===== src/rtl/async_fifo_rd_streamer_if.sv =====
// Read-side bundle: FIFO pull interface plus valid/ready output stream.
interface async_fifo_rd_streamer_if #(
    parameter int unsigned DATA_WIDTH = 8
);
    logic                  fifo_rd_en;
    logic [DATA_WIDTH-1:0] fifo_rd_data;
    logic                  fifo_empty;
    logic [DATA_WIDTH-1:0] m_data;
    logic                  m_valid;
    logic                  m_ready;
    logic                  m_last;

    // Streamer side: pulls from the FIFO, pushes the stream.
    modport master (
        output fifo_rd_en, m_data, m_valid, m_last,
        input  fifo_rd_data, fifo_empty, m_ready
    );

    // Environment side: the FIFO and the stream consumer.
    modport slave (
        input  fifo_rd_en, m_data, m_valid, m_last,
        output fifo_rd_data, fifo_empty, m_ready
    );
endinterface


===== src/rtl/async_fifo_rd_streamer.sv =====
// Read-side adapter for async_fifo: hides the one-cycle read latency behind a
// small prefetch ring so the stream runs at one beat per cycle.
module async_fifo_rd_streamer #(
    parameter  int unsigned DATA_WIDTH = 8,
    parameter  int unsigned BUF_DEPTH  = 2,
    parameter  int unsigned PKT_LEN    = 0,
    parameter  int unsigned CNT_WIDTH  = 16,
    localparam int unsigned OCC_W      = $clog2(BUF_DEPTH + 1)
) (
    input  logic                             clk,
    input  logic                             rst,
    async_fifo_rd_streamer_if.master         bus,
    output logic [OCC_W-1:0]                 occupancy,
    output logic [CNT_WIDTH-1:0]             m_beats
);

    localparam int unsigned PTR_W    = (BUF_DEPTH > 1) ? $clog2(BUF_DEPTH) : 1;
    localparam int unsigned IDX_W    = (PKT_LEN > 1) ? $clog2(PKT_LEN) : 1;
    localparam int unsigned IDX_LAST = (PKT_LEN > 0) ? PKT_LEN - 1 : 0;
    localparam int unsigned CMP_W    = OCC_W + 1;

    logic [DATA_WIDTH-1:0] mem_q [BUF_DEPTH];
    logic [DATA_WIDTH-1:0] mem_d [BUF_DEPTH];
    logic [PTR_W-1:0]      head_q, head_d;
    logic [PTR_W-1:0]      tail_q, tail_d;
    logic [OCC_W-1:0]      occ_q, occ_d;
    logic                  inflight_q, inflight_d;
    logic [IDX_W-1:0]      idx_q, idx_d;
    logic [CNT_WIDTH-1:0]  beats_q, beats_d;

    logic                  valid_c;
    logic                  pop_c;
    logic                  rd_en_c;

    function automatic logic [PTR_W-1:0] ptr_inc(input logic [PTR_W-1:0] p);
        return (p == PTR_W'(BUF_DEPTH - 1)) ? '0 : p + PTR_W'(1);
    endfunction

    // Issue decision, ring write on capture, ring read on pop, counters.
    always_comb begin
        valid_c    = (occ_q != '0);
        pop_c      = valid_c & bus.m_ready;
        // Count the word already in flight so the ring can never overflow.
        rd_en_c    = !rst && !bus.fifo_empty &&
                     ((CMP_W'(occ_q) + CMP_W'(inflight_q)) <
                      (CMP_W'(BUF_DEPTH) + CMP_W'(pop_c)));

        mem_d      = mem_q;
        head_d     = head_q;
        tail_d     = tail_q;
        idx_d      = idx_q;
        beats_d    = beats_q;
        inflight_d = rd_en_c;
        occ_d      = occ_q + OCC_W'(inflight_q) - OCC_W'(pop_c);

        if (inflight_q) begin
            mem_d[tail_q] = bus.fifo_rd_data;
            tail_d        = ptr_inc(tail_q);
        end

        if (pop_c) begin
            head_d  = ptr_inc(head_q);
            beats_d = beats_q + CNT_WIDTH'(1);
            if (PKT_LEN != 0) begin
                idx_d = (idx_q == IDX_W'(IDX_LAST)) ? '0 : idx_q + IDX_W'(1);
            end
        end
    end

    // State register; reset also drops any word arriving from a pre-reset read.
    always_ff @(posedge clk) begin
        if (rst) begin
            for (int i = 0; i < int'(BUF_DEPTH); i++) begin
                mem_q[i] <= '0;
            end
            head_q     <= '0;
            tail_q     <= '0;
            occ_q      <= '0;
            inflight_q <= 1'b0;
            idx_q      <= '0;
            beats_q    <= '0;
        end else begin
            mem_q      <= mem_d;
            head_q     <= head_d;
            tail_q     <= tail_d;
            occ_q      <= occ_d;
            inflight_q <= inflight_d;
            idx_q      <= idx_d;
            beats_q    <= beats_d;
        end
    end

    assign bus.fifo_rd_en = rd_en_c;
    assign bus.m_data     = mem_q[head_q];
    assign bus.m_valid    = valid_c;
    assign bus.m_last     = (PKT_LEN != 0) && (idx_q == IDX_W'(IDX_LAST));
    assign occupancy      = occ_q;
    assign m_beats        = beats_q;

endmodule


===== src/flat_wrapper.sv =====
// flat-port wrapper written by rule: the top's interface ports become plain ports
module async_fifo_rd_streamer_flat 
#(
    parameter  int unsigned DATA_WIDTH = 8,
    parameter  int unsigned BUF_DEPTH  = 2,
    parameter  int unsigned PKT_LEN    = 0,
    parameter  int unsigned CNT_WIDTH  = 16,
    localparam int unsigned OCC_W      = $clog2(BUF_DEPTH + 1)
)
  (clk, rst, occupancy, m_beats, bus_fifo_rd_en, bus_m_data, bus_m_valid, bus_m_last, bus_fifo_rd_data, bus_fifo_empty, bus_m_ready);
  async_fifo_rd_streamer_if #(.DATA_WIDTH(DATA_WIDTH)) bus_i ();
  input  logic clk;
  input  logic rst;
  output logic [OCC_W-1:0] occupancy;
  output logic [CNT_WIDTH-1:0] m_beats;
  output wire logic [$bits(bus_i.fifo_rd_en)-1:0] bus_fifo_rd_en;
  output wire logic [$bits(bus_i.m_data)-1:0] bus_m_data;
  output wire logic [$bits(bus_i.m_valid)-1:0] bus_m_valid;
  output wire logic [$bits(bus_i.m_last)-1:0] bus_m_last;
  input wire logic [$bits(bus_i.fifo_rd_data)-1:0] bus_fifo_rd_data;
  input wire logic [$bits(bus_i.fifo_empty)-1:0] bus_fifo_empty;
  input wire logic [$bits(bus_i.m_ready)-1:0] bus_m_ready;
  assign bus_fifo_rd_en = bus_i.fifo_rd_en;
  assign bus_m_data = bus_i.m_data;
  assign bus_m_valid = bus_i.m_valid;
  assign bus_m_last = bus_i.m_last;
  assign bus_i.fifo_rd_data = bus_fifo_rd_data;
  assign bus_i.fifo_empty = bus_fifo_empty;
  assign bus_i.m_ready = bus_m_ready;
  async_fifo_rd_streamer #(.DATA_WIDTH(DATA_WIDTH), .BUF_DEPTH(BUF_DEPTH), .PKT_LEN(PKT_LEN), .CNT_WIDTH(CNT_WIDTH)) u_core (.clk(clk), .rst(rst), .bus(bus_i), .occupancy(occupancy), .m_beats(m_beats));
endmodule

===== config.mk =====
export PLATFORM = sky130hd
export DESIGN_NAME = async_fifo_rd_streamer_flat
export DESIGN_NICKNAME = d
export VERILOG_FILES = /design/src/rtl/async_fifo_rd_streamer_if.sv /design/src/rtl/async_fifo_rd_streamer.sv /design/src/flat_wrapper.sv
export SDC_FILE = /design/constraint.sdc
export NUM_CORES = 1
export LEC_CHECK = 0
export ABC_AREA = 1
export CAP_MARGIN = 15
export CORE_UTILIZATION = 30
export DETAILED_ROUTE_END_ITERATION = 8
export GPL_TIMING_DRIVEN = 1
export MAX_ROUTING_LAYER = met4
export RECOVER_POWER = 50
export REMOVE_ABC_BUFFERS = 1
export SYNTH_ARGS = -nofsm -noshare
export SYNTH_HDL_FRONTEND = slang
export SYNTH_SLANG_ARGS = --single-unit

===== constraint.sdc =====
create_clock -name clk -period 2.1 [get_ports clk]
set_clock_uncertainty 0.2 [all_clocks]
set_input_delay 0.21 -clock clk [delete_from_list [all_inputs] [get_ports clk]]
set_output_delay 0.21 -clock clk [all_outputs]
set_load 0.01 [all_outputs]

Word-level counts from Yosys, hierarchy flattened

Index checks and enable logic that the tools add are counted.

Register bits after elaboration: 37
Input bits: 12
Output and inout bits: 29
Logic and storage cells: 35

Add/subtract/negate cells: 7
$lt $le $gt $ge: 4
Muxes and demuxes: 8
Bitwise logic cells: 3
Reduce and logical (&&, ||, !) cells: 6

Operators by type and width:

| cell                    | count |
|---|---|
| $mux W8                 | 4 |
| $add A16 B1 Y16 const B | 1 |
| $bwmux W16              | 1 |
| $demux W8 S1            | 1 |
| $ge A2 B2 Y1 const B    | 2 |
| $not A1 Y2              | 2 |
| $add A2 B1 Y3           | 1 |
| $add A2 B1 Y3 const A   | 1 |
| $logic_and A1 B1 Y1     | 3 |
| $lt A3 B3 Y1            | 1 |
| $add A1 B1 Y1 const B   | 2 |
| $add A2 B1 Y2           | 1 |
| $logic_not A1 Y1        | 2 |
| $lt A2 B1 Y1 const B    | 1 |
| $mux W1                 | 2 |
| $reduce_bool A2 Y1      | 1 |
| $sub A2 B1 Y2           | 1 |
| $and A1 B1 Y1           | 1 |

Logic depth before layout (Yosys ltp)

Gate-level depths: netlist (run 1).

Depth in word-level cells: 6
Mapped depth: 8
Depth with buffers taken out: 8

Least setup slack after synthesis (run 1)

OpenSTA, ideal clock, no wires.

Path type: register to register
Start point: register u_core.occ_q[1], in the netlist u_core.occupancy[1]
End point: register u_core.occ_q[1], in the netlist u_core.occupancy[1]
Library setup time: 121 ps
Arrival time: 1443 ps
Required time: 1779 ps
Slack: 337 ps
Stages on the path, launching flop included: 9
Path buffers: 0
Period minus slack after synthesis: 1763 ps
Path through: dfxtp_1 -> nor2_1 -> nor2_4 -> ha_1 -> inv_1 -> ha_1 -> xnor2_1 -> o21ai_0 -> a21oi_1

Longest elaborated chain between the ends: 3
Elaborated cells on any way between the ends: 4
Classes of those cells: add/sub: 2; bitwise: 1; reduce/logical: 1

RTL lines:

| what                   | RTL line                     | RTL |
|---|---|---|
| start, declared        | async_fifo_rd_streamer.sv:26 | `logic [OCC_W-1:0] occ_q, occ_d;` |
| start signal, assigned | async_fifo_rd_streamer.sv:78 | `occ_q <= '0;` |
| start signal, assigned | async_fifo_rd_streamer.sv:86 | `occ_q <= occ_d;` |
| $reduce_bool A2 Y1     | async_fifo_rd_streamer.sv:41 | `valid_c = (occ_q != '0);` |
| $and A1 B1 Y1          | async_fifo_rd_streamer.sv:42 | `pop_c = valid_c & bus.m_ready;` |
| net u_core.pop_c       | async_fifo_rd_streamer.sv:32 | `logic pop_c;` |
| $sub A2 B1 Y2          | async_fifo_rd_streamer.sv:54 | `occ_d = occ_q + OCC_W'(inflight_q) - OCC_W'(pop_c);` |

The timed path passes the listed nets, and every way through them passes these cells.
A chain may end at the register's enable or synchronous reset.

Final worst setup path (run 1)

Start point: register u_core.head_q
End point: output bus_m_data[7]

Longest elaborated chain between the ends: 4

RTL lines:

| what                                        | RTL line                     | RTL |
|---|---|---|
| start, declared                             | async_fifo_rd_streamer.sv:24 | `logic [PTR_W-1:0] head_q, head_d;` |
| start signal, assigned                      | async_fifo_rd_streamer.sv:76 | `head_q <= '0;` |
| start signal, assigned                      | async_fifo_rd_streamer.sv:84 | `head_q <= head_d;` |
| $not A1 Y2 (implied by the code)            | async_fifo_rd_streamer.sv:94 | `assign bus.m_data = mem_q[head_q];` |
| $mux W8 (implied by the code) (3 in series) | async_fifo_rd_streamer.sv:94 |  |
| end, declared                               | flat_wrapper.sv:17           | `output wire logic [$bits(bus_i.m_data)-1:0] bus_m_data;` |

Every way passes these cells. The select of a mux whose other input is x is not followed.

==> results of run 1 <==
## kinds of logic after synthesis
family / after synthesis / synth area share (%)
AND/OR/NAND/NOR: 129 / 32.3
flip-flops: 37 / 43.0
AO/OA/AOI/OAI: 35 / 11.0
buffers and inverters: 33 / 7.77
adder cells (fa/ha/maj): 5 / 3.63
XOR/XNOR: 4 / 2.03
other: 1 / 0.218
## area by class of cell
cell class	instances	area [µm²]	share of cell area, %
Timing Repair Buffer	46	427	18.9
Tap cell	72	90.1	3.99
Inverter	27	101	4.49
Sequential cell	37	741	32.8
Clock buffer	8	80.1	3.55
Multi-Input combinational cell	174	820	36.3
## power breakdown
| part | switching (W) | total, W | internal, W |
|---|---|---|---|
| sequential | 0.0000570 | 0.000842 | 0.000785 |
| clock | 0.000239 | 0.000475 | 0.000236 |
| combinational | 0.000325 | 0.000608 | 0.000282 |
## registers in the layout (all words and copies together), names as in the netlist
signal and cells:
u_core.tail_q 1, u_core.m_beats 16, u_core.inflight_q 1, u_core.head_q 1, u_core.occupancy 2, u_core.mem_q 16
## repair_timing
action                                  CTS  global route
hold endpoints to repair                  0             0
endpoints found under the setup margin    1             1
gates resized for setup                   1             3
## stage by stage
| step | cell area (µm²) | setup WS [ns] | cells | hold slack (ns) |
|---|---|---|---|---|
| 2_1_floorplan | 1690 | 0.337 | 238 | 0.0812 |
| 3_3_place_gp | 2220 | 0.00714 | 356 | 0.264 |
| 3_5_place_dp | 2220 | -0.00334 | 356 | 0.274 |
| 4_1_cts | 2300 | 0.0490 | 364 | 0.291 |
| 5_1_grt | 2260 | 0.00821 | 364 | 0.306 |
| 6_report | 2260 | 0.116 | 364 | 0.287 |
## per-layer routing
metal / wire length, µm / vias to the layer above
li1: - / 858
met1: 1870 / 709
met2: 1610 / 41
met3: 194 / 5
met4: 47 / 0
met5: 0 / -
## layout by cell type, fill, tap and decap left out, types with 2 or more instances in the layout
master | netlist | layout
o21ai_1 | 3 | 2
clkbuf_1 | 0 | 6
nand2_1 | 50 | 50
ha_1 | 5 | 5
inv_1 | 25 | 25
clkdlybuf4s50_1 | 0 | 20
xnor2_1 | 2 | 2
o21ai_0 | 22 | 24
buf_4 | 1 | 4
nor2_4 | 3 | 2
clkinv_1 | 2 | 2
a21oi_1 | 5 | 5
nor4_1 | 2 | 2
nor2_2 | 2 | 2
dfxtp_1 | 37 | 37
clkbuf_8 | 0 | 5
xor2_1 | 2 | 2
nor2_1 | 59 | 60
nor3_1 | 1 | 2
nand4_1 | 4 | 4
dlygate4sd3_1 | 0 | 18
nand3_1 | 5 | 6
## worst max-delay path, delay by kind of cell (launching register included)
family | cells | cell delay [ns]
buf+inv | 2 | 0.74
flops | 1 | 0.34
simple gates | 2 | 0.21
## worst paths after layout
kind	startpoint	end	slack [ns]	depth (start not counted)
min	u_core.mem_q[3]	u_core.mem_q[3]	0.29	2
max	u_core.head_q	bus_m_data[7]	0.12	4
max reg2reg	u_core.occupancy[0]	u_core.occupancy[1]	0.24	9
min reg2reg	u_core.mem_q[3]	u_core.mem_q[3]	0.29	2
==> summary.txt, run 1 <==
Outcome
  – Status: finished clean

Critical path
  – Most frequent CP cell: nand2_1
  – Startpoint Class: flip-flop
  – Maximum fanout along the worst path: 10
  – Max stage delay cell, worst path: clkdlybuf4s50_1
  – Crit path kind: flip-flop to output pin
  – Worst path required time: 1.69 ns
  – Critical path, cell by cell: clkinv_1 -> nand2_1 -> nand2_1 -> clkdlybuf4s50_1
  – Crit. End Element: output pin
  – Critical path data arrival time: 1.57 ns
  – Peak per-stage delay on the critical path: 0.48 ns

Clock tree
  – Clk buf depth: 2
  – Postcts setup bufs: 0
  – Clock Latency Late Sink: 0.28 ns
  – CTS tree: done
  – Clk sinks: 37
  – Root Driver: clkbuf_8
  – H-tree depth: 2
  – CTS Buf Count: 5
  – Clock transition at the registers of the reported paths: 0.07 ns
  – Hold Buf Count CTS: 0

Die
  – Initial cell density of the core: 31.3%
  – Vert. Die Dim: 77.8 µm
  – Full die area: 0.00605 mm²
  – Row cnt: 27
  – Die X: 77.8 µm
  – Core area: 0.00551 mm²
  – IO Count: 41

STA
  – Tcrit/Tclk final: 94.5%
  – Slew @ Worst Pin: 0.786 ns
  – RSZ-0062 raised after global routing: no
  – Setup-failing EPs final: 0
  – Fin. Hold Viols: 0
  – Max Transition Viols Final: 0
  – Fin Setup TNS: 0 ns
  – Rel. slew slack: 47.5%
  – FMAX: 504 MHz
  – Final Critical Period: 1.98 ns

Job
  – Max cap viols: 0

Synth
  – Most used DFF post-synth: dfxtp_1
  – Post-Syn Area: 0.00172 mm²
  – Syn Inst Count: 244
  – Top cells by instance count after synthesis: nor2_1, nand2_1, dfxtp_1
  – Mean Syn Cell Area: 7.06 µm²
  – Cell taking the most area after synthesis: dfxtp_1
  – Number of flops mapped to enable cells by yosys: 0
  – Post-synthesis sequential area ratio: 43.0%
  – Unique cell type count in the Yosys netlist: 28
  – Top cells by area, synth: dfxtp_1, nor2_1, nand2_1
  – Asr flop ratio synth: 0%
  – Area fraction of the dominant cell type after synthesis: 43.0%
  – Synth Register Bits: 37
  – Yosys Warn Count: 0
  – Most common cell in the synthesized netlist: nor2_1

Pwr
  – Final Power: 0.00192 W
  – Leakage dissipation: 0.986 nW
  – Pwr dens: 852 mW/mm²
  – Max IR drop VDD: 442 µV

GRT
  – Top Usage Layer GRT: met2
  – First-pass GRT wire length: 6450 µm
  – Grt met2 use: 21.9%
  – Global Route Usage Sum: 14.0%
  – Initial antenna violation count: 0
  – Met1 track demand over resource: 17.3%
  – Largest net degree at the start of global routing: 31
  – Vias in the first global route: 1,442
  – Grt ovf: 0
  – Met3 Track Usage GR: 3.29%

Drt
  – DRT antenna net count: 0
  – DR pass1 iterations: 4
  – Final WL: 3720 µm
  – Drt first-iter violations: 85
  – Residual DRC: 0
  – Routed len/inst: 10.2 µm
  – Vias per inst: 4.43
  – Vias: 1,613

Placement
  – DP HPWL: 2660 µm
  – Gp weighted congestion: 0.763
  – IO buf count: 39

Cells and area
  – Area delta synth->final: 31.1%
  – # diodes: 0
  – Fillers: 591
  – Layout cells sized above 1: 5.82%
  – Fin nets: 308
  – Core Util, Final: 41.0%

Min path
  – Hold WC Path Type: flip-flop to flip-flop
No activity file was read; power rests on OpenSTA's default activity.
==> run 2: changes to the inputs <==
MAX_ROUTING_LAYER = default   (was met4)
==> summary.txt, run 2 (synthesis results as in run 1) <==
Die
  – Row cnt: 27
  – Core area: 0.00551 mm²
  – Full die area: 0.00605 mm²
  – IO Count: 41
  – Initial cell density of the core: 31.3%
  – Die X: 77.8 µm
  – Vert. Die Dim: 77.8 µm

Pwr
  – Pwr dens: 852 mW/mm²
  – Leakage dissipation: 0.986 nW
  – Max IR drop VDD: 442 µV
  – Final Power: 0.00193 W

Cells and area
  – Most common cell after layout, fill and taps aside: nor2_1
  – Reg area: 741 µm²
  – # diodes: 0
  – Fillers: 591
  – Final Non-Filler Cells: 364
  – Fin area: 0.00226 mm²
  – Fin nets: 308
  – Area occupied by multi-input gates: 820 µm²
  – Area delta synth->final: 31.1%
  – Layout cells sized above 1: 5.82%
  – Most frequent cells in the layout: nor2_1, nand2_1, dfxtp_1

Drt
  – Residual DRC: 0
  – Drt first-iter violations: 74
  – DRT antenna net count: 0
  – Vias per inst: 4.42
  – DR pass1 iterations: 5
  – Vias: 1,610
  – Routed len/inst: 10.3 µm
  – Final WL: 3730 µm

GRT
  – First-pass GRT wire length: 6440 µm
  – Vias in the first global route: 1,443
  – Global Route Usage Sum: 13.6%
  – Grt ovf: 0
  – Top Usage Layer GRT: met2
  – Initial antenna violation count: 0
  – Grt met2 use: 21.9%
  – Met3 Track Usage GR: 3.53%
  – Largest net degree at the start of global routing: 31
  – Met1 track demand over resource: 17.2%

Critical path
  – Startpoint Class: flip-flop
  – Crit. End Element: output pin
  – Maximum fanout along the worst path: 10
  – Crit path kind: flip-flop to output pin
  – Worst Reg-to-Reg Cells: 9
  – Critical path data arrival time: 1.58 ns
  – Worst path required time: 1.69 ns

STA
  – FMAX: 503 MHz
  – Hold WS: 0.287 ns
  – Tcrit/Tclk final: 94.6%
  – Fin. Hold Viols: 0
  – Final Critical Period: 1.99 ns
  – Fin Setup TNS: 0 ns
  – Max Transition Viols Final: 0
  – Setup-failing EPs final: 0
  – Rel. slew slack: 47.7%
  – RSZ-0062 raised after global routing: no
  – Slew @ Worst Pin: 0.783 ns

Clock tree
  – H-tree depth: 2
  – CTS tree: done
  – Clock transition at the registers of the reported paths: 0.07 ns
  – Clock Latency Late Sink: 0.28 ns
  – Hold Buf Count CTS: 0
  – Clk sinks: 37
  – Postcts setup bufs: 0
  – Clk buf depth: 2
  – CTS Buf Count: 5
  – Root Driver: clkbuf_8

Placement
  – IO buf count: 39
  – Gp weighted congestion: 0.753
  – Placed Instances: 356
  – DP HPWL: 2660 µm
  – Area after DPL: 0.00222 mm²

Outcome
  – Status: finished clean

Job
  – Max cap viols: 0

Min path
  – Hold WC Path Type: flip-flop to flip-flop
  – Worst hold path stage count: 2
[run 2: cell counts in the layout (fill, tap and decap cells not counted)]
No cell type changed its count.
[run 2: power by group]
| part | switching, W | internal [W] |
|---|---|---|
| combinational | 0.000326 | 0.000283 |
| clock | 0.000239 | 0.000236 |
| sequential | 0.0000566 | 0.000785 |
| total | 0.000621 | 0.00130 |
[run 2: per-layer routing]
| metal | routed length (µm) | up-vias |
|---|---|---|
| met2 | 1650 | 37 |
| met4 | 36 | 0 |
| met3 | 172 | 3 |
| li1 | - | 859 |
| met5 | 0 | - |
| met1 | 1880 | 711 |
[run 2: critical path, cell delays in order (launching register included)]
cell,delay [ns]
dfxtp_1,0.34
clkinv_1,0.26
nand2_1,0.13
nand2_1,0.08
clkdlybuf4s50_1,0.48
[run 2: final cells by class]
cell class	instances	area share, %
sequential	37	32.8
timing repair buffer	46	18.9
multi-input combinational	174	36.3
inverter	27	4.49
tap	72	3.99
clock buffer	8	3.55
[run 2: path summary, 6_finish.rpt]
check	from	end	slack (ns)
max	u_core.head_q	bus_m_data[7]	0.11
min	u_core.mem_q[3]	u_core.mem_q[3]	0.29
max reg2reg	u_core.occupancy[0]	u_core.occupancy[1]	0.23
min reg2reg	u_core.mem_q[3]	u_core.mem_q[3]	0.29
[run 2: through the flow]
step	util, %	setup slack (ns)
after CTS	41.8	0.0490
after global routing	41.0	0.00820
after detailed placement	40.4	-0.00334
after floorplan	-	0.337
after global placement	40.4	0.00714
final	41.0	0.114
[run 2: timing repair]
| item | 4_1_cts | 5_1_grt |
|---|---|---|
| endpoints found under the setup margin | 1 | 1 |
| gates resized for setup | 1 | 3 |
| hold endpoints to repair | 0 | 0 |
==> run 3: changes to the inputs <==
CORE_UTILIZATION = 49   (was 30)
HOLD_SLACK_MARGIN = 0.12   (was default)
PLACE_DENSITY_LB_ADDON = 0.08   (was default)
==> summary.txt, run 3 (synthesis results as in run 1) <==
Outcome
  – Status: finished clean

Critical path
  – Maximum fanout along the worst path: 2
  – Startpoint Class: flip-flop
  – Critical path, cell by cell: ha_4 -> ha_4 -> o21ai_2 -> inv_2 -> nor4_4 -> buf_2
  – Max stage delay cell, worst path: dfxtp_2
  – Crit path kind: flip-flop to output pin
  – Critical path data arrival time: 1.63 ns
  – Stages on worst setup path: 6
  – Crit. End Element: output pin
  – Cell family contributing the most delay on the critical path: adder cells
  – Peak per-stage delay on the critical path: 0.35 ns
  – Worst Reg-to-Reg Cells: 9
  – Critical path buffers and inverters: 2
  – Most frequent CP cell: ha_4
  – Worst path required time: 1.69 ns

GRT
  – Largest net degree at the start of global routing: 31
  – Vias in the first global route: 1,358
  – Initial antenna violation count: 0
  – Global Route Usage Sum: 21.2%
  – Grt ovf: 0
  – First-pass GRT wire length: 5770 µm

STA
  – Rel. slew slack: 48.5%
  – Final Critical Period: 2.04 ns
  – Setup-failing EPs final: 0
  – RSZ-0062 raised after global routing: yes
  – FMAX: 490 MHz
  – Max Transition Viols Final: 0
  – Fin. Hold Viols: 0
  – Tcrit/Tclk final: 97.1%
  – Slew @ Worst Pin: 0.772 ns

Job
  – Max cap viols: 0

Cells and area
  – Layout cells sized above 1: 12.3%
  – Area occupied by multi-input gates: 892 µm²
  – # diodes: 0
  – Area delta synth->final: 33.9%
  – Fin nets: 308
  – Core Util, Final: 68.6%
  – Most frequent cells in the layout: nor2_1, nand2_1, clkdlybuf4s50_1
  – Reg area: 744 µm²
  – Most common cell after layout, fill and taps aside: nor2_1
  – Fillers: 314
  – Fin area: 0.00231 mm²

Pwr
  – Pwr dens: 868 mW/mm²
  – Leakage dissipation: 0.937 nW
  – Max IR drop VDD: 483 µV
  – Final Power: 0.00200 W

Clock tree
  – Hold Buf Count CTS: 0
  – H-tree depth: 2
  – Clock Latency Late Sink: 0.34 ns
  – CTS tree: done
  – Clk sinks: 37
  – Root Driver: clkbuf_4
  – Clk buf depth: 2
  – CTS Buf Count: 5
  – Clock transition at the registers of the reported paths: 0.11 ns

Die
  – Die X: 61.3 µm
  – Initial cell density of the core: 51.2%
  – IO Count: 41
  – Row cnt: 21
  – Full die area: 0.00376 mm²
  – Vert. Die Dim: 61.3 µm
  – Core area: 0.00336 mm²

Drt
  – Vias: 1,635
  – Final WL: 3550 µm
  – Drt first-iter violations: 61
  – DRT antenna net count: 0
  – Residual DRC: 0
  – Routed len/inst: 10.5 µm
  – Vias per inst: 4.84
  – DR pass1 iterations: 4

Placement
  – Gp weighted congestion: 0.792
  – IO buf count: 39
  – Area after DPL: 0.00218 mm²
  – DP HPWL: 2450 µm

Min path
  – Worst hold path stage count: 3
  – Hold WC Path Type: input port to flip-flop
==> run 3: cell types whose count changed in the layout (fill, tap and decap cells not counted), sizes merged <==
| cell | before | now |
|---|---|---|
| clkdlybuf4s50 | 20 | 38 |
| dlygate4sd3 | 18 | 0 |
| clkbuf | 12 | 7 |
| buf | 4 | 8 |
| clkinvlp | 0 | 1 |
==> run 3: timing repair <==
action                                  in CTS  in global routing
resized for setup                            5                 10
gates cloned                                 0                  0
pin swaps                                    0                  3
endpoints found under the setup margin       1                  9
setup buffers                                0                  1
==> run 3: path summary, 6_finish.rpt <==
kind                       startpoint             endpoint  slack [ns]
setup / recovery    u_core.inflight_q       bus_fifo_rd_en        0.06
hold reg to reg       u_core.mem_q[0]      u_core.mem_q[0]        0.30
hold / removal    bus_fifo_rd_data[1]      u_core.mem_q[9]        0.26
setup reg to reg  u_core.occupancy[0]  u_core.occupancy[1]        0.14
==> run 3: final cells by class <==
| type | count | area share (%) |
|---|---|---|
| multi-input combinational | 174 | 38.7 |
| sequential | 37 | 32.3 |
| timing repair buffer | 46 | 19.0 |
| inverter | 27 | 4.56 |
| clock buffer | 7 | 2.82 |
| tap | 46 | 2.49 |
| clock inverter | 1 | 0.217 |
==> run 3: through the flow <==
step                      hold WS (ns)  instances  setup slack (ns)  setup TNS, ns
after floorplan                 0.0812        238             0.337              0
after global placement           0.265        329            0.0158              0
after detailed placement         0.273        329           -0.0980        -0.0980
after CTS                        0.242        337            0.0531              0
after global routing             0.249        338           -0.0338        -0.0381
final                            0.256        338            0.0608              0
==> run 3: routing by layer <==
| metal | wire length (µm) | share of wire [%] | GRT usage (%) | vias up |
|---|---|---|---|---|
| met5 | 0 | 0 | 0 | - |
| met4 | 36 | 1.0 | 7.79 | 0 |
| met3 | 197 | 5.6 | 6.93 | 4 |
| met2 | 1660 | 47 | 34.8 | 43 |
| met1 | 1650 | 47 | 26.1 | 729 |
| li1 | - | - | - | 859 |
==> run 3: where the power goes <==
group / internal, W / switching [W] / leakage [nW] / total (W)
Clock: 0.000194 / 0.000236 / 0.0413 / 0.000430
Combinational: 0.000348 / 0.000366 / 0.594 / 0.000714
Sequential: 0.000790 / 0.0000689 / 0.302 / 0.000859
Total: 0.00133 / 0.000671 / 0.937 / 0.00200
==> run 3: worst reg2reg max path, delay by kind of cell, from the launching register on <==
family	cells	cell delay, ns
fa+ha+maj	2	0.45
flops	1	0.35
simple gates	2	0.28
compound gates	2	0.25
buf+inv	2	0.18
xor+xnor	1	0.18
